File: config.mk
export PLATFORM = sky130hd
export DESIGN_NAME = syscall_unit
export DESIGN_NICKNAME = d
export VERILOG_FILES = /design/src/rtl/syscall_unit.sv
export SDC_FILE = /design/constraint.sdc
export NUM_CORES = 1
export LEC_CHECK = 0
export ABC_AREA = 1
export CAP_MARGIN = 10
export CORE_MARGIN = 4
export CORE_UTILIZATION = 30
export CTS_CLUSTER_DIAMETER = 40
export DETAILED_ROUTE_END_ITERATION = 8
export DONT_BUFFER_PORTS = 1
export PLACE_DENSITY = 0.48
export SYNTH_ARGS = -nofsm -noshare
export SYNTH_HDL_FRONTEND = slang
export SYNTH_SLANG_ARGS = --single-unit
File: constraint.sdc
create_clock -name clk -period 13.9 [get_ports clk]
set_clock_uncertainty 0.2 [all_clocks]
set_input_delay 2.085 -clock clk [delete_from_list [all_inputs] [get_ports clk]]
set_output_delay 2.085 -clock clk [all_outputs]
set_load 0.02 [all_outputs]
File: src/rtl/syscall_unit.sv
// syscall_unit: services the syscall strobe of the single-cycle core.
// When syscall is seen in IDLE the core is frozen (stall), $v0/$a0 are
// latched, and the requested service runs: print signed int, print a
// null-terminated string read byte-by-byte from memory, print a char, or
// exit (halt). Console bytes leave over a tx_valid/tx_ready handshake.
// After a service the core is released for exactly one cycle (DONE) so the
// PC steps past the syscall instruction.
//
// Ports:
//   clk, reset          clock, asynchronous active-high reset
//   syscall, v0, a0     strobe from control unit, register file $2 / $4
//   stall               freeze PC and register/memory writes (combinational)
//   halt                sticky halt from the exit service
//   err                 one-cycle pulse: unknown code or truncated string
//   mem_addr, mem_rd    byte read request; mem_rdata valid the next cycle
//   tx_data, tx_valid   console byte stream, accepted when tx_ready is high
module syscall_unit #(
    parameter int CODE_PRINT_INT  = 1,
    parameter int CODE_PRINT_STR  = 4,
    parameter int CODE_EXIT       = 10,
    parameter int CODE_PRINT_CHAR = 11,
    parameter int MAX_STR         = 256
) (
    input  logic        clk,
    input  logic        reset,
    input  logic        syscall,
    input  logic [31:0] v0,
    input  logic [31:0] a0,
    output logic        stall,
    output logic        halt,
    output logic        err,
    output logic [31:0] mem_addr,
    output logic        mem_rd,
    input  logic [7:0]  mem_rdata,
    output logic [7:0]  tx_data,
    output logic        tx_valid,
    input  logic        tx_ready
);

    localparam int CW = $clog2(MAX_STR + 1);

    typedef enum logic [3:0] {
        ST_IDLE     = 4'd0,
        ST_DISPATCH = 4'd1,
        ST_INT_SIGN = 4'd2,
        ST_INT_DIGIT= 4'd3,
        ST_STR_REQ  = 4'd4,
        ST_STR_WAIT = 4'd5,
        ST_EMIT     = 4'd6,
        ST_DONE     = 4'd7,
        ST_HALT     = 4'd8
    } state_t;

    state_t          state_r, state_next;
    state_t          ret_r, ret_next;        // state to resume after EMIT
    logic [31:0]     code_r, code_next;
    logic [31:0]     arg_r, arg_next;
    logic [31:0]     ptr_r, ptr_next;
    logic [CW-1:0]   count_r, count_next;
    logic [31:0]     mag_r, mag_next;
    logic [3:0]      p_r, p_next;            // current decimal power index
    logic [3:0]      digit_r, digit_next;
    logic            started_r, started_next; // a significant digit was printed
    logic            err_pend_r, err_pend_next; // raise err when EMIT returns
    logic [7:0]      tx_data_r, tx_data_next;
    logic            tx_valid_r, tx_valid_next;
    logic [31:0]     mem_addr_r, mem_addr_next;
    logic            mem_rd_r, mem_rd_next;
    logic            halt_r, halt_next;
    logic            err_r, err_next;

    // Powers of ten used by the repeated-subtraction digit extractor.
    function automatic logic [31:0] pow10(input logic [3:0] p);
        case (p)
            4'd0:    pow10 = 32'd1;
            4'd1:    pow10 = 32'd10;
            4'd2:    pow10 = 32'd100;
            4'd3:    pow10 = 32'd1000;
            4'd4:    pow10 = 32'd10000;
            4'd5:    pow10 = 32'd100000;
            4'd6:    pow10 = 32'd1000000;
            4'd7:    pow10 = 32'd10000000;
            4'd8:    pow10 = 32'd100000000;
            4'd9:    pow10 = 32'd1000000000;
            default: pow10 = 32'd1;
        endcase
    endfunction

    // The core must freeze in the very cycle the syscall is first decoded.
    assign stall = ((state_r == ST_IDLE) && syscall) ||
                   ((state_r != ST_IDLE) && (state_r != ST_DONE));

    assign halt     = halt_r;
    assign err      = err_r;
    assign mem_addr = mem_addr_r;
    assign mem_rd   = mem_rd_r;
    assign tx_data  = tx_data_r;
    assign tx_valid = tx_valid_r;

    // Next-state and next-output logic of the service sequencer.
    always_comb begin
        state_next    = state_r;
        ret_next      = ret_r;
        code_next     = code_r;
        arg_next      = arg_r;
        ptr_next      = ptr_r;
        count_next    = count_r;
        mag_next      = mag_r;
        p_next        = p_r;
        digit_next    = digit_r;
        started_next  = started_r;
        err_pend_next = err_pend_r;
        tx_data_next  = tx_data_r;
        tx_valid_next = tx_valid_r;
        err_next      = 1'b0;
        mem_addr_next = mem_addr_r;
        mem_rd_next   = 1'b0;
        halt_next     = 1'b0;

        case (state_r)
            ST_IDLE: begin
                if (syscall) begin
                    code_next  = v0;
                    arg_next   = a0;
                    state_next = ST_DISPATCH;
                end else begin
                    state_next = ST_IDLE;
                end
            end
            ST_DISPATCH: begin
                if (code_r == 32'(CODE_PRINT_INT)) begin
                    state_next = ST_INT_SIGN;
                end else if (code_r == 32'(CODE_PRINT_STR)) begin
                    ptr_next   = arg_r;
                    count_next = '0;
                    state_next = ST_STR_REQ;
                end else if (code_r == 32'(CODE_PRINT_CHAR)) begin
                    tx_data_next  = arg_r[7:0];
                    tx_valid_next = 1'b1;
                    ret_next      = ST_DONE;
                    state_next    = ST_EMIT;
                end else if (code_r == 32'(CODE_EXIT)) begin
                    state_next = ST_HALT;
                end else begin
                    err_next   = 1'b1;
                    state_next = ST_DONE;
                end
            end
            ST_INT_SIGN: begin
                p_next       = 4'd9;
                started_next = 1'b0;
                digit_next   = 4'd0;
                if (arg_r[31]) begin
                    // Two's complement negate; 0x80000000 maps to 2^31 unsigned.
                    mag_next      = (~arg_r) + 32'd1;
                    tx_data_next  = 8'h2D;
                    tx_valid_next = 1'b1;
                    ret_next      = ST_INT_DIGIT;
                    state_next    = ST_EMIT;
                end else begin
                    mag_next   = arg_r;
                    state_next = ST_INT_DIGIT;
                end
            end
            ST_INT_DIGIT: begin
                if (mag_r >= pow10(p_r)) begin
                    mag_next   = mag_r - pow10(p_r);
                    digit_next = digit_r + 4'd1;
                end else begin
                    digit_next = 4'd0;
                    p_next     = p_r - 4'd1;
                    // Leading zeros are skipped; the units digit always prints.
                    if ((digit_r != 4'd0) || started_r || (p_r == 4'd0)) begin
                        tx_data_next  = 8'h30 + {4'h0, digit_r};
                        tx_valid_next = 1'b1;
                        started_next  = 1'b1;
                        ret_next      = (p_r == 4'd0) ? ST_DONE : ST_INT_DIGIT;
                        state_next    = ST_EMIT;
                    end else begin
                        state_next = ST_INT_DIGIT;
                    end
                end
            end
            ST_STR_REQ: begin
                state_next = ST_STR_WAIT;
            end
            ST_STR_WAIT: begin
                if (mem_rdata == 8'h00) begin
                    state_next = ST_DONE;
                end else begin
                    tx_data_next  = mem_rdata;
                    tx_valid_next = 1'b1;
                    ptr_next      = ptr_r + 32'd1;
                    count_next    = count_r + CW'(1);
                    state_next    = ST_EMIT;
                    if (count_r == CW'(MAX_STR - 1)) begin
                        ret_next      = ST_DONE;
                        err_pend_next = 1'b1;
                    end else begin
                        ret_next      = ST_STR_REQ;
                        err_pend_next = 1'b0;
                    end
                end
            end
            ST_EMIT: begin
                if (tx_valid_r && tx_ready) begin
                    tx_valid_next = 1'b0;
                    err_next      = err_pend_r;
                    err_pend_next = 1'b0;
                    state_next    = ret_r;
                end else begin
                    state_next = ST_EMIT;
                end
            end
            ST_DONE: begin
                state_next = ST_IDLE;
            end
            ST_HALT: begin
                state_next = ST_HALT;
            end
            default: begin
                state_next = ST_IDLE;
            end
        endcase

        // Registered memory request and halt flag track the state being entered.
        mem_rd_next = (state_next == ST_STR_REQ);
        halt_next   = (state_next == ST_HALT);
        if (state_next == ST_STR_REQ) begin
            mem_addr_next = ptr_next;
        end else begin
            mem_addr_next = mem_addr_r;
        end
    end

    // State and output registers; reset aborts any service in progress.
    always_ff @(posedge clk or posedge reset) begin
        if (reset) begin
            state_r    <= ST_IDLE;
            ret_r      <= ST_IDLE;
            code_r     <= 32'd0;
            arg_r      <= 32'd0;
            ptr_r      <= 32'd0;
            count_r    <= '0;
            mag_r      <= 32'd0;
            p_r        <= 4'd0;
            digit_r    <= 4'd0;
            started_r  <= 1'b0;
            err_pend_r <= 1'b0;
            tx_data_r  <= 8'h00;
            tx_valid_r <= 1'b0;
            mem_addr_r <= 32'd0;
            mem_rd_r   <= 1'b0;
            halt_r     <= 1'b0;
            err_r      <= 1'b0;
        end else begin
            state_r    <= state_next;
            ret_r      <= ret_next;
            code_r     <= code_next;
            arg_r      <= arg_next;
            ptr_r      <= ptr_next;
            count_r    <= count_next;
            mag_r      <= mag_next;
            p_r        <= p_next;
            digit_r    <= digit_next;
            started_r  <= started_next;
            err_pend_r <= err_pend_next;
            tx_data_r  <= tx_data_next;
            tx_valid_r <= tx_valid_next;
            mem_addr_r <= mem_addr_next;
            mem_rd_r   <= mem_rd_next;
            halt_r     <= halt_next;
            err_r      <= err_next;
        end
    end

endmodule

# Yosys cells after proc, flatten, opt, wreduce, memory -nomap -nowiden
# Memories as Yosys holds them, arrays and structs flattened.
# Index checks and enable logic that the tools add are counted.
# W data, S select, Z words.
word_totals:
  output_inout_bits: 45
  n_memories: 2
  elab_cells: 143
  regBits: 199
  in_bits: 76
  rom_bits: 960
op_classes:
  n_addsub: 7
  eq_ne: 25
  order_cmp: 1
  n_mux: 66
  reduce_logical: 24
  n_bitwise: 1
memory_table:
  columns: ["memory", "depth", "word_bits", "rd", "rd_clocked_by_memory_dff", "write_ports", "line_no", "text"]
  rows:
  - ["(name not given)", 16, 30, 1, 0, 0, "74", "case (p)"]
  - ["(name not given)", 16, 30, 1, 0, 0, "74", null]
ops:
  columns: ["cell", "count"]
  rows:
  - ["$mux W32", 8]
  - ["$pmux W32 S2", 2]
  - ["$add A32 B1 Y32 const B", 2]
  - ["$eq A32 B4 Y1 const B", 2]
  - ["$mux W4", 15]
  - ["$mux W8", 7]
  - ["$eq A32 B1 Y1 const B", 1]
  - ["$eq A32 B3 Y1 const B", 1]
  - ["$ge A32 B32 Y1", 1]
  - ["$not A32 Y32", 1]
  - ["$pmux W4 S8", 1]
  - ["$pmux W8 S4", 1]
  - ["$sub A32 B32 Y32", 1]
  - ["$mux W9", 3]
  - ["$ne A2 B2 Y1 const B", 10]
  - ["$pmux W9 S2", 1]
  - ["$mux W1", 17]
  - ["$eq A4 B3 Y1 const B", 4]
  - ["$pmux W4 S2", 2]
  - ["$pmux W4 S4", 1]
  - ["$reduce_bool A4 Y1", 3]
  - ["$add A9 B1 Y9 const B", 1]
  - ["$eq A9 B8 Y1 const B", 1]
  - ["$mux W3", 3]
  - ["other kinds (21)", 35]

# Depth between registers and ports, before layout
logic_depth:
  word_depth: 8
  mapped_depth: 22
  mapped_depth_nobuf: 22

# Worst setup path after synthesis
# No wires, ideal clock.
synth_timing:
  kind: "input -> output"
  start: "input port syscall"
  end: "output port stall"
  path_buffers: 1
  required_time_ps: 11615
  stages: 5
  arrival_time_ps: 2844
  setup_slack_ps: 8771
  cell_sequence: "inv_1 nor2_2 inv_1 clkbuf_1 nand2_1"
synth_between:
  elab_chain_cells: 2
synth_lines:
  columns: ["element", "line_no", "text"]
  rows:
  - ["from (decl)", "26", "input logic syscall,"]
  - ["$logic_and A1 B1 Y1", "90", "assign stall = ((state_r == ST_IDLE) && syscall) ||"]
  - ["$logic_or A1 B1 Y1", "90", null]
  - ["to (decl)", "29", "output logic stall,"]
# Every way passes these cells.

# Worst setup path after layout
# Ends and elaborated chain as after synthesis.

==> results.toml <==
[global_route]
grt_overflow = 0
grt_pass1_vias = 12300
grt_max_degree = 124
antenna_found_initial = 3
grt_pass1_wl_mm = 71.9
grt_use_total = 0.184

[finish]
drive_gt1_frac = 0.0456
areaGrowthSynthToFinish_pct = 7.96
nets = 2191
fin_cells = 2677
fill_cells = 4953

[timing]
worst_pin_slew_ps = 1050
hold_ws_ps = 271
setup_tns_ps = 0
rsz0062_at_grt = "no"
slew_headroom = 0.301
period_needed_ps = 5880
finalHoldViolCount = 0
drv_slew = 0
finalSetupViolCount = 0
fin_crit_sh = 0.423
max_freq_mhz = 170
setup_slack_ps = 8020

[yosys]
syn_inst = 2109
synth_largest_area_cell = "dfrtp_1"
synth_area_mm2 = 0.0137
synthTopCellsByArea = "dfrtp_1 (36%), nand2_1 (23%), nand3_1 (6.3%), nor2_1 (5.8%), inv_1 (5.0%)"
ys_seq_area_frac = 0.360
ys_warn_count = 0
synth.avg_cell_area_um2 = 6.49
synth_fp_nets = 2229
synth-seq-cells = 197
yosysUniqueCellTypes = 42
synth_top_area_frac = 0.360

[die]
die_area_mm2 = 0.0491
core_mm2 = 0.0446
rows = 77
die_h_um = 222
ioPinCount = 121
die_x_um = 222
initial_core_util = 0.307

[detailed_routing]
drt-initial-drc-count = 1062
wl_per_cell_um = 17.2
drcViolationCount = 0
num_vias = 13300
drt-total-wl_mm = 46.0
ant_nets = 0
via_per_inst = 4.97
dr.pass1.iters = 5

[power_and_ir_drop]
p_leak_nw = 7.29
finalPower_mw = 3.89
p_per_area_mw_per_mm2 = 264
vdd_drop_max_v = 0.0000870

[worst_setup_path]
r2r_start = "p_r[1]"
critical_path_required_ps = 11610
rr_worst_depth = 16
worst-setup-path-type = "in -> out"
crit_fanout = 31
cp.arrival_ps = 3590
rr_endpoint = "mem_addr[22]"
worstSetupStartpoint = "syscall"
cp-end-kind = "primary output"
startpoint_type = "primary input"
reg2reg_slack_ps = 9190
crit_end = "stall"

[clocking]
clock-root-buffer = "clkbuf_16"
numCtsBuffers = 17
cts_tree = "yes"
cts_num_sinks = 197
clock_path_buffers = 2
clk-insertion-delay-late_ps = 470
cts.htree.levels = 4
postCtsSetupBuffers = 0
cts-resized-gates = 0
cts.clk_slew.worst_paths_ps = 70
postCtsHoldBufs = 0

[outcome]
status = "finished clean"

[placed_design]
dp.cells = 2644
place_congestion = 0.923
dpl.hpwl_mm = 35.3
port_buffers = 0
place_ws_ps = 8030

[hold_path]
hold_path.class = "reg -> reg"

[flow_run]
max-cap-violations = 0
[sequential cells by signal (all words and copies together), names as in the netlist]
register,count
tx_valid,1
started_r,1
err,1
code_r,32
err_pend_r,1
tx_data,8
halt,1
digit_r,4
mag_r,32
ret_r,2
state_r,4
mem_rd,1
p_r,4
count_r,9
arg_r,32
mem_addr,32
ptr_r,32
[routing by layer]
layer / vias up / track usage / wire length, µm
met5: - / 0 / 37
met3: 51 / 0.0478 / 3250
li1: 6724 / - / -
met1: 6166 / 0.269 / 22400
met4: 6 / 0.0418 / 828
met2: 347 / 0.274 / 19500
[area by class of cell]
cell class | count | area, µm² | area share
diodes | 1 | 2.50 | 0.000169
clock buffers | 19 | 453 | 0.0307
clock inverters | 13 | 133 | 0.00898
inverters | 197 | 747 | 0.0506
multi-input cells | 1649 | 7700 | 0.521
flip-flops and latches | 197 | 4930 | 0.334
well taps | 592 | 741 | 0.0501
repair buffers | 9 | 67.6 | 0.00457
[Yosys cell counts, drive strengths merged]
library cell,number
a21boi,1
a21oi,74
a221oi,5
a22oi,2
a31oi,2
and2,1
buf,36
clkbuf,30
clkinv,1
dfrtp,197
fa,1
ha,43
inv,196
nand2,841
nand3,173
nand3b,5
nand4,54
nor2,226
nor3,17
nor4,7
o211ai,8
o21a,6
o21ai,138
o21bai,5
o22ai,3
o31ai,9
o32ai,4
or2,4
xnor2,2
xor2,18
[worst min-delay path by stage]
stage | cells after the start | from | endpoint | slack [ps]
after floorplan | 2 | code_r[10] | code_r[10] | 240
after global placement | 2 | code_r[21] | code_r[21] | 250
after detailed placement | 2 | code_r[22] | code_r[22] | 260
after CTS | 2 | code_r[22] | code_r[22] | 280
after global routing | 2 | code_r[10] | code_r[10] | 290
final | 2 | code_r[30] | code_r[30] | 270
[critical path, stage by stage]
cell	delay, ps
inv_1	60
nor2_4	460
inv_1	570
nand2_1	400
[logic make-up after synthesis]
| logic type | count (synthesis) | synth area share |
|---|---|---|
| fa+ha+maj | 44 | 0.0408 |
| compound gates | 257 | 0.105 |
| buf+inv | 263 | 0.0776 |
| flops | 197 | 0.360 |
| xor+xnor | 20 | 0.0128 |
| simple gates | 1328 | 0.403 |
[stage by stage]
stage	util	area, µm²
after detailed placement	0.318	14200
after global placement	0.318	14200
final	0.331	14800
after global routing	0.331	14800
after CTS	0.331	14800
after floorplan	-	13700
[power breakdown]
group	total, mW	switching, mW	internal, mW
Clock	0.524	0.260	0.263
Sequential	1.07	0.261	0.806
Combinational	2.30	1.63	0.674
Total	3.89	2.15	1.74
[cells in the final DEF, fill, tap and decap left out, types with 6 or more instances in the layout]
cell type / Yosys / layout
inv_2: 14 / 14
o211ai_1: 8 / 8
nor3_1: 17 / 17
o31ai_1: 9 / 9
nor2_2: 11 / 11
nand4_1: 53 / 53
xor2_1: 18 / 18
buf_4: 3 / 9
a21oi_1: 74 / 74
nor4_1: 7 / 7
nand3_1: 172 / 172
o21ai_0: 122 / 122
dfrtp_1: 197 / 197
ha_1: 43 / 43
o21ai_2: 8 / 8
nor2_1: 211 / 210
nand2_1: 833 / 833
o21a_1: 6 / 6
inv_1: 182 / 181
clkbuf_16: 0 / 17
o21ai_1: 8 / 8
inv_6: 0 / 8
Power figures use the tool's default switching activity.
